### src/rtl/mempool_tile_req_dispatcher_if.sv
// Request bundle between tile request ports and bank ports of the request dispatcher.
// The master side drives the incoming requests and bank ready. The slave side is the dispatcher.
interface mempool_tile_req_dispatcher_if #(
  parameter int unsigned NumInp    = 3,
  parameter int unsigned NumOut    = 16,
  parameter type         payload_t = logic
);
  localparam int unsigned BankW = (NumOut > 1) ? $clog2(NumOut) : 1;

  payload_t               data_i  [NumInp];
  logic     [BankW-1:0]   bank_i  [NumInp];
  logic     [NumInp-1:0]  valid_i;
  logic     [NumInp-1:0]  ready_o;
  payload_t               data_o  [NumOut];
  logic     [NumOut-1:0]  valid_o;
  logic     [NumOut-1:0]  ready_i;

  modport master (
    output data_i, bank_i, valid_i, ready_i,
    input  ready_o, data_o, valid_o
  );

  modport slave (
    input  data_i, bank_i, valid_i, ready_i,
    output ready_o, data_o, valid_o
  );
endinterface

### src/rtl/mempool_tile_req_dispatcher.sv
// Dispatches requests from NumInp ports to NumOut banks through one holding register per port.
// Each bank arbitrates with fixed lowest-index priority, or age-based priority when MEMPOOL_REQ_DISPATCH_AGE_EN is defined.
module mempool_tile_req_dispatcher #(
  parameter int unsigned NumInp    = 3,
  parameter int unsigned NumOut    = 16,
  parameter int unsigned AgeWidth  = 4,
  parameter type         payload_t = logic
) (
  input logic                         clk_i,
  input logic                         rst_ni,
  mempool_tile_req_dispatcher_if.slave bus
);
  localparam int unsigned BankW = (NumOut > 1) ? $clog2(NumOut) : 1;
  localparam int unsigned IdxW  = (NumInp > 1) ? $clog2(NumInp) : 1;

  if (AgeWidth < 1 || NumInp < 1 || NumOut < 1) begin : g_param_check
    $error("mempool_tile_req_dispatcher: NumInp, NumOut and AgeWidth must be at least 1");
  end

  logic     [NumInp-1:0] r_held;
  logic     [BankW-1:0]  r_bank [NumInp];
  payload_t              r_data [NumInp];

  logic     [NumInp-1:0] w_hit;
  logic     [NumInp-1:0] w_gnt;
  logic     [NumInp-1:0] w_cap;
  logic     [NumOut-1:0] w_any;
  logic     [IdxW-1:0]   w_win [NumOut];

`ifdef MEMPOOL_REQ_DISPATCH_AGE_EN
  logic [AgeWidth-1:0] r_age      [NumInp];
  logic [AgeWidth-1:0] w_best_age [NumOut];
`endif

  // A held bank index that matches no bank can never be granted.
  always_comb begin
    for (int i = 0; i < NumInp; i++) begin
      w_hit[i] = 1'b0;
      for (int b = 0; b < NumOut; b++) begin
        if (r_bank[i] == b[BankW-1:0]) w_hit[i] = 1'b1;
      end
    end
  end

  // NOTE: every output of a combinational block gets a default before any conditional write, so no latch is inferred.
  always_comb begin
    for (int b = 0; b < NumOut; b++) begin
      w_any[b]       = 1'b0;
      w_win[b]       = '0;
      bus.data_o[b]  = '0;
`ifdef MEMPOOL_REQ_DISPATCH_AGE_EN
      w_best_age[b]  = '0;
`endif
      for (int i = 0; i < NumInp; i++) begin
        if (r_held[i] && r_bank[i] == b[BankW-1:0]) begin
`ifdef MEMPOOL_REQ_DISPATCH_AGE_EN
          // Strictly-greater keeps the lower index on an age tie.
          if (!w_any[b] || r_age[i] > w_best_age[b]) begin
            w_any[b]      = 1'b1;
            w_win[b]      = i[IdxW-1:0];
            w_best_age[b] = r_age[i];
            bus.data_o[b] = r_data[i];
          end
`else
          if (!w_any[b]) begin
            w_any[b]      = 1'b1;
            w_win[b]      = i[IdxW-1:0];
            bus.data_o[b] = r_data[i];
          end
`endif
        end
      end
    end
  end

  // The winner depends only on registered state; ready_i only qualifies the grant.
  always_comb begin
    for (int i = 0; i < NumInp; i++) begin
      w_gnt[i] = 1'b0;
      for (int b = 0; b < NumOut; b++) begin
        if (w_any[b] && bus.ready_i[b] && w_win[b] == i[IdxW-1:0]) w_gnt[i] = 1'b1;
      end
    end
  end

  assign bus.valid_o = w_any;
  assign bus.ready_o = ~r_held | w_gnt;
  assign w_cap       = bus.valid_i & bus.ready_o;

  // NOTE: sequential state is assigned with <= so every register samples pre-edge values.
  always_ff @(posedge clk_i) begin
    if (!rst_ni) begin
      r_held <= '0;
    end else begin
      for (int i = 0; i < NumInp; i++) begin
        if (w_cap[i])      r_held[i] <= 1'b1;
        else if (w_gnt[i]) r_held[i] <= 1'b0;
      end
    end
  end

  // NOTE: payload and bank registers have no reset; they are only observed while r_held is set.
  always_ff @(posedge clk_i) begin
    for (int i = 0; i < NumInp; i++) begin
      if (w_cap[i]) begin
        r_bank[i] <= bus.bank_i[i];
        r_data[i] <= bus.data_i[i];
      end
    end
  end

`ifdef MEMPOOL_REQ_DISPATCH_AGE_EN
  always_ff @(posedge clk_i) begin
    if (!rst_ni) begin
      for (int i = 0; i < NumInp; i++) r_age[i] <= '0;
    end else begin
      for (int i = 0; i < NumInp; i++) begin
        if (w_cap[i])                                     r_age[i] <= '0;
        else if (r_held[i] && !w_gnt[i] && r_age[i] != '1) r_age[i] <= r_age[i] + 1'b1;
      end
    end
  end
`endif

  // An out-of-range bank index is a protocol violation: the request would be held forever.
  always_ff @(posedge clk_i) begin
    if (rst_ni) begin
      for (int i = 0; i < NumInp; i++) begin
        assert (!(r_held[i] && !w_hit[i]))
          else $error("mempool_tile_req_dispatcher: port %0d holds a bank index >= NumOut", i);
      end
    end
  end
endmodule
### src/flat_wrapper.sv
// flat-port wrapper written by rule: the top's interface ports become plain ports
module mempool_tile_req_dispatcher_flat 
#(
  parameter int unsigned NumInp    = 3,
  parameter int unsigned NumOut    = 16,
  parameter int unsigned AgeWidth  = 4,
  parameter type         payload_t = logic
)
  (clk_i, rst_ni, bus_data_i, bus_bank_i, bus_valid_i, bus_ready_i, bus_ready_o, bus_data_o, bus_valid_o);
  mempool_tile_req_dispatcher_if #(.NumInp(NumInp), .NumOut(NumOut), .payload_t(payload_t)) bus_i ();
  input logic clk_i;
  input logic rst_ni;
  input wire logic [$bits(bus_i.data_i)-1:0] bus_data_i;
  input wire logic [$bits(bus_i.bank_i)-1:0] bus_bank_i;
  input wire logic [$bits(bus_i.valid_i)-1:0] bus_valid_i;
  input wire logic [$bits(bus_i.ready_i)-1:0] bus_ready_i;
  output wire logic [$bits(bus_i.ready_o)-1:0] bus_ready_o;
  output wire logic [$bits(bus_i.data_o)-1:0] bus_data_o;
  output wire logic [$bits(bus_i.valid_o)-1:0] bus_valid_o;
  assign bus_i.data_i = {>>{bus_data_i}};
  assign bus_i.bank_i = {>>{bus_bank_i}};
  assign bus_i.valid_i = bus_valid_i;
  assign bus_i.ready_i = bus_ready_i;
  assign bus_ready_o = bus_i.ready_o;
  assign bus_data_o = {>>{bus_i.data_o}};
  assign bus_valid_o = bus_i.valid_o;
  mempool_tile_req_dispatcher #(.NumInp(NumInp), .NumOut(NumOut), .AgeWidth(AgeWidth), .payload_t(payload_t)) u_core (.clk_i(clk_i), .rst_ni(rst_ni), .bus(bus_i));
endmodule
### config.mk
export PLATFORM = sky130hd
export DESIGN_NAME = mempool_tile_req_dispatcher_flat
export DESIGN_NICKNAME = d
export VERILOG_FILES = /design/src/rtl/mempool_tile_req_dispatcher_if.sv /design/src/rtl/mempool_tile_req_dispatcher.sv /design/src/flat_wrapper.sv
export SDC_FILE = /design/constraint.sdc
export NUM_CORES = 1
export LEC_CHECK = 0
export ABC_AREA = 1
export ABC_CLOCK_PERIOD_IN_PS = 6500
export BUFFER_PORTS_ARGS = -buffer_cell sky130_fd_sc_hd__buf_2
export CAP_MARGIN = 20
export CORE_ASPECT_RATIO = 0.5
export CORE_MARGIN = 5
export CORE_UTILIZATION = 35
export DETAILED_ROUTE_END_ITERATION = 16
export GPL_ROUTABILITY_DRIVEN = 0
export HOLD_SLACK_MARGIN = 0.15
export PLACE_DENSITY_LB_ADDON = 0.3
export RECOVER_POWER = 50
export SLEW_MARGIN = 10
export SYNTH_ARGS = -nofsm -noshare
export SYNTH_HDL_FRONTEND = slang
export SYNTH_SLANG_ARGS = --single-unit
### constraint.sdc
create_clock -name clk_i -period 6.5 [get_ports clk_i]
set_clock_uncertainty 0.2 [all_clocks]
set_input_delay 0.325 -clock clk_i [delete_from_list [all_inputs] [get_ports clk_i]]
set_output_delay 0.325 -clock clk_i [all_outputs]
set_load 0.005 [all_outputs]
# Word-level counts from Yosys, hierarchy flattened
# Memories as Yosys holds them, arrays and structs flattened.
# Cells that the tools add are included.
# word_totals
register_bits	3
ramBits	15
inputBits	36
out_inout_bits	35
wordCells	471
n_memories	2
# classes
eq_ne	77
n_mux	252
bitwise	3
reduce_logical	134
# mem_list
name	words	word_bits	read_ports	rd_ports_with_merged_regs	write_ports	line	rtl
u_core.r_bank	3	4	3	0	3	mempool_tile_req_dispatcher.sv:21	logic [BankW-1:0] r_bank [NumInp];
u_core.r_data	3	1	3	0	3	mempool_tile_req_dispatcher.sv:22	payload_t r_data [NumInp];
# op_table
operator	count
1-bit 2-to-1 mux	204
1-bit logical AND	112
4-bit == test (second input constant)	24
2-bit 2-to-1 mux	48
4-bit by 3-bit == test with 1-bit output (second input constant)	12
2-bit by 1-bit == test with 1-bit output (second input constant)	16
2-bit == test (second input constant)	16
2-bit zero test	16
4-bit by 2-bit == test with 1-bit output (second input constant)	6
4-bit by 1-bit == test with 1-bit output (second input constant)	3
4-bit zero test	3
2-bit nonzero test	3
3-bit AND	1
3-bit NOT	1
3-bit OR	1

# Depth between registers and ports, before layout
# An unclocked memory read counts as a cell.
# logic_depth
word_depth	30
depth_mapped	13

# Worst setup path before layout
# OpenSTA, ideal clock, no wires.
# synth_timing
path_kind	register -> register
start	mem u_core.r_bank[0][3] in the netlist's numbering
end	mem u_core.r_bank[0][0] in the netlist's numbering, enable pin
t_arrival_ps	1492
t_required_ps	5940
path_slack_ps	4449
stages_incl_launch_ff	8
path_buffers	0
period_less_slack_ps	2051
path_cell_list	edfxtp_1 -> nor2_1 -> inv_1 -> nor2_1 -> nand2_1 -> nand3_1 -> nor3_1 -> a31oi_1
# synth_rtl
item	line
from (decl)	mempool_tile_req_dispatcher.sv:21

# Worst setup path after layout
# layout_timing
start	reg u_core.r_held[0]
end	out bus_ready_o[2]
# layout_between
elab_chain_len	25
word_cells_on_any_way	193
# layout_rtl
item	line	rtl
from (decl)	mempool_tile_req_dispatcher.sv:20	logic [NumInp-1:0] r_held;
from (signal assigned)	mempool_tile_req_dispatcher.sv:93	r_held <= '0;
from (signal, indexed assignment)	mempool_tile_req_dispatcher.sv:96	if (w_cap[i]) r_held[i] <= 1'b1;
from (signal, indexed assignment)	mempool_tile_req_dispatcher.sv:97	else if (w_gnt[i]) r_held[i] <= 1'b0;
1-bit logical AND	mempool_tile_req_dispatcher.sv:55	if (r_held[i] && r_bank[i] == b[BankW-1:0]) begin
1-bit 2-to-1 mux	mempool_tile_req_dispatcher.sv:55	
1-bit 2-to-1 mux	mempool_tile_req_dispatcher.sv:65	if (!w_any[b]) begin
2-bit 2-to-1 mux	mempool_tile_req_dispatcher.sv:55	
2-bit 2-to-1 mux	mempool_tile_req_dispatcher.sv:65	
2-bit 2-to-1 mux	mempool_tile_req_dispatcher.sv:55	
2-bit == test	mempool_tile_req_dispatcher.sv:81	if (w_any[b] && bus.ready_i[b] && w_win[b] == i[IdxW-1:0]) w_gnt[i] = 1'b1;
1-bit logical AND	mempool_tile_req_dispatcher.sv:81	
1-bit 2-to-1 mux (15 in a row)	mempool_tile_req_dispatcher.sv:81	
1-bit 2-to-1 mux *	mempool_tile_req_dispatcher.sv:81	
3-bit OR *	mempool_tile_req_dispatcher.sv:87	assign bus.ready_o = ~r_held | w_gnt;
to (decl)	flat_wrapper.sv:17	output wire logic [$bits(bus_i.ready_o)-1:0] bus_ready_o;
# Mark *: on every way between the ends. The rest lies on a longest branch, timed or not.

==> flow_summary.ini <==
[floorplan]
pin_count = 71
fp.dieH_um = 63.2
die_area_sq_mm = 0.00736
die_x_um = 116
rows = 19
initial_core_util_pct = 36.1
core_area_sq_mm = 0.00549

[place]
port-buffer-count = 70
place_hpwl_um = 6100

[sta]
hold_viol = 0
tns_ps = 0
worst_slew_pin_slew_ps = 731
period_share_pct = 41.3
fmax_ghz = 0.373
slew-limit-headroom_pct = 51.3
slew_viol_final = 0
fin_crit_ps = 2680
setup_viol = 0
rsz0062_at_grt = false

[yosys]
syn_area_sq_mm = 0.00198
yosysTopAreaCell = edfxtp_1
syn_inst = 358
avgSynthCellArea_sq_um = 5.54
synth_warnings = 0
async_flop_share_pct = 0
synth_edf_count = 15
synth_most_common_cell = nand2_1
synthTopCellsByArea = edfxtp_1, nand2_1, nor2_1, nand3_1, inv_1
yosysSeqAreaShare_pct = 25.8
ys.flop_type = edfxtp_1
syn-num-nets = 394
synth.distinct_cells = 24
yosys-top-cells-count = nand2_1, nor2_1, nand3_1
synth-seq-cells = 18
synth_top_area_share_pct = 22.7

[cts]
cts-root-buf = clkbuf_16
htree_levels = 1
clockBufferDepth = 2
cts_made_buffers = 3
cts.sinks = 18
path_clk_slew_ps = 50
worstSkewPairLatency_ps = 250
tritoncts = yes
post_cts_buffers = 0

[power]
vdd_drop_max_uv = 96.8
combPwrFrac_pct = 22.4
internal_power_mw = 0.252
power_density_mw_per_mm2 = 138
p_seq_share_pct = 43.0
p_leak_nw = 1.34
p_sw_share_pct = 30.3
clockPowerShare_pct = 34.6
p_switching_mw = 0.110

[global_routing]
globalRouteOverflowTotal = 0
grt_pass1_wl_um = 11800
grt_use_met2_pct = 30.8
use_met3_pct = 3.15
grt_pass1_vias = 2360
track_usage_pct = 20.4
grt_most_used_layer = met2
grt_util_met1_pct = 30.4
antenna_found_initial = 0
grt_max_degree = 17

[cells_and_area]
multi_input_area_sq_mm = 0.00126
diodes = 0
syn2layout_area_growth_pct = 32.0
fillers = 592
fin_util_pct = 47.6
layout.area.seq_sq_um = 510
drive_above_1_share_pct = 14.7
fin_nets = 478

[critical_path]
critical_path.max_fanout = 9
reg2reg_slack_ps = 4000
reg2reg_depth = 10
r2r-start = u_core.r_held[1]$_SDFFE_PN0P_
crit_arrival_ps = 2160
path_class = reg2out
startpoint_type = register
crit_path_end_kind = primary output
r2r_end = u_core.r_bank[0][7]$_DFFE_PP_
critPathRequiredTime_ps = 5970
endpoint = bus_ready_o[2]
worstSetupStartpoint = u_core.r_held[0]$_SDFFE_PN0P_

[flow_run]
maxCapViolations = 0

[hold_path]
holdCritStartpoint = bus_valid_i[0]
hold_path_class = in2reg

[detailed_routing]
ant_nets = 0
wirelength_um = 7400
drt-pass1-iter-count = 5
vias_per_cell = 5.10
first_iter_violations = 254
vias = 2622
wire_per_inst_um = 14.4
route.detailed.drc = 0

[status]
status = completed
## metrics by stage
step / std cells / total power, mW / hold WS [ps] / setup WS (ps) / instance area [sq um]
after floorplan: 358 / 0.192 / 224 / 4450 / 1980
after detailed placement: 493 / 0.229 / 303 / 4040 / 2380
after CTS: 514 / 0.361 / 157 / 3880 / 2630
after global routing: 514 / 0.380 / 189 / 3600 / 2620
after global placement: 493 / 0.229 / 302 / 4050 / 2380
final: 514 / 0.361 / 163 / 3820 / 2620
## metal layers
layer	part of all wire, %	vias to the layer above
li1	-	1333
met1	47	1144
met2	41	136
met3	11	9
met4	0.96	0
met5	0	-
## cells by family after synthesis
logic type,after synthesis,synth area share [%]
buffers and inverters,52,10.3
AND/OR/NAND/NOR,267,57.3
flip-flops,18,25.8
AO/OA/AOI/OAI,21,6.69
## state kept, by name, indices dropped and copies added (netlist names)
| signal | cells |
|---|---|
| u_core.r_data | 3 |
| u_core.r_held | 3 |
| u_core.r_bank | 12 |
## power groups by stage
| stage | Sequential, mW | Combinational (mW) | Clock (mW) |
|---|---|---|---|
| CTS | 0.154 | 0.0807 | 0.126 |
| global route | 0.156 | 0.0919 | 0.132 |
| floorplan | 0.143 | 0.0487 | 0 |
| finish | 0.155 | 0.0809 | 0.125 |
| global placement | 0.156 | 0.0730 | 0 |
| detailed placement | 0.156 | 0.0726 | 0 |
## worst max-delay path, stage by stage, from the launching register on
cell and delay, ps:
dfxtp_1 480, nand3_1 270, nor2_1 280, nor2_1 120, nand3_1 80, nand2_1 50, nor2_1 80, nand2_1 70
nor2_1 210, nand2_1 110, buf_2 140
## area by class of cell
cell class                 count  share of cell area, %
clock buffer                   4                   3.01
sequential                    18                   19.5
multi-input combinational    288                   48.3
timing repair buffer          87                   19.4
inverter                      44                   6.31
tap                           73                   3.49
## repair_timing
item / 4_1_cts / 5_1_grt
hold endpoints to repair: 17 / 0
resized for setup: 0 / 0
hold buffers: 17 / 0
setup endpoints to repair: 0 / 0
## placed cells by master (no fill, tap or decap), drive strengths merged
| master | netlist | routed |
|---|---|---|
| a21oi | 5 | 5 |
| a22oi | 4 | 4 |
| a31oi | 1 | 1 |
| and2 | 1 | 1 |
| buf | 3 | 58 |
| clkbuf | 5 | 16 |
| dfxtp | 3 | 3 |
| dlygate4sd3 | 0 | 17 |
| edfxtp | 15 | 15 |
| inv | 44 | 44 |
| nand2 | 114 | 114 |
| nand3 | 53 | 53 |
| nand3b | 3 | 3 |
| nand4 | 11 | 11 |
| nor2 | 75 | 75 |
| nor3 | 10 | 10 |
| o2111a | 1 | 1 |
| o211ai | 2 | 2 |
| o21ai | 6 | 6 |
| o221ai | 1 | 1 |
| o22ai | 1 | 1 |
## worst min-delay path by stage
stage,endpoint,slack (ps),depth (start not counted)
detailed placement,u_core.r_bank[0][11]$_DFFE_PP_,300,1
finish,u_core.r_held[0]$_SDFFE_PN0P_,160,3
global route,u_core.r_held[2]$_SDFFE_PN0P_,190,3
global placement,u_core.r_bank[0][1]$_DFFE_PP_,300,1
floorplan,u_core.r_bank[0][0]$_DFFE_PP_,220,0
CTS,u_core.r_held[0]$_SDFFE_PN0P_,160,3
Power figures use the tool's default switching activity.
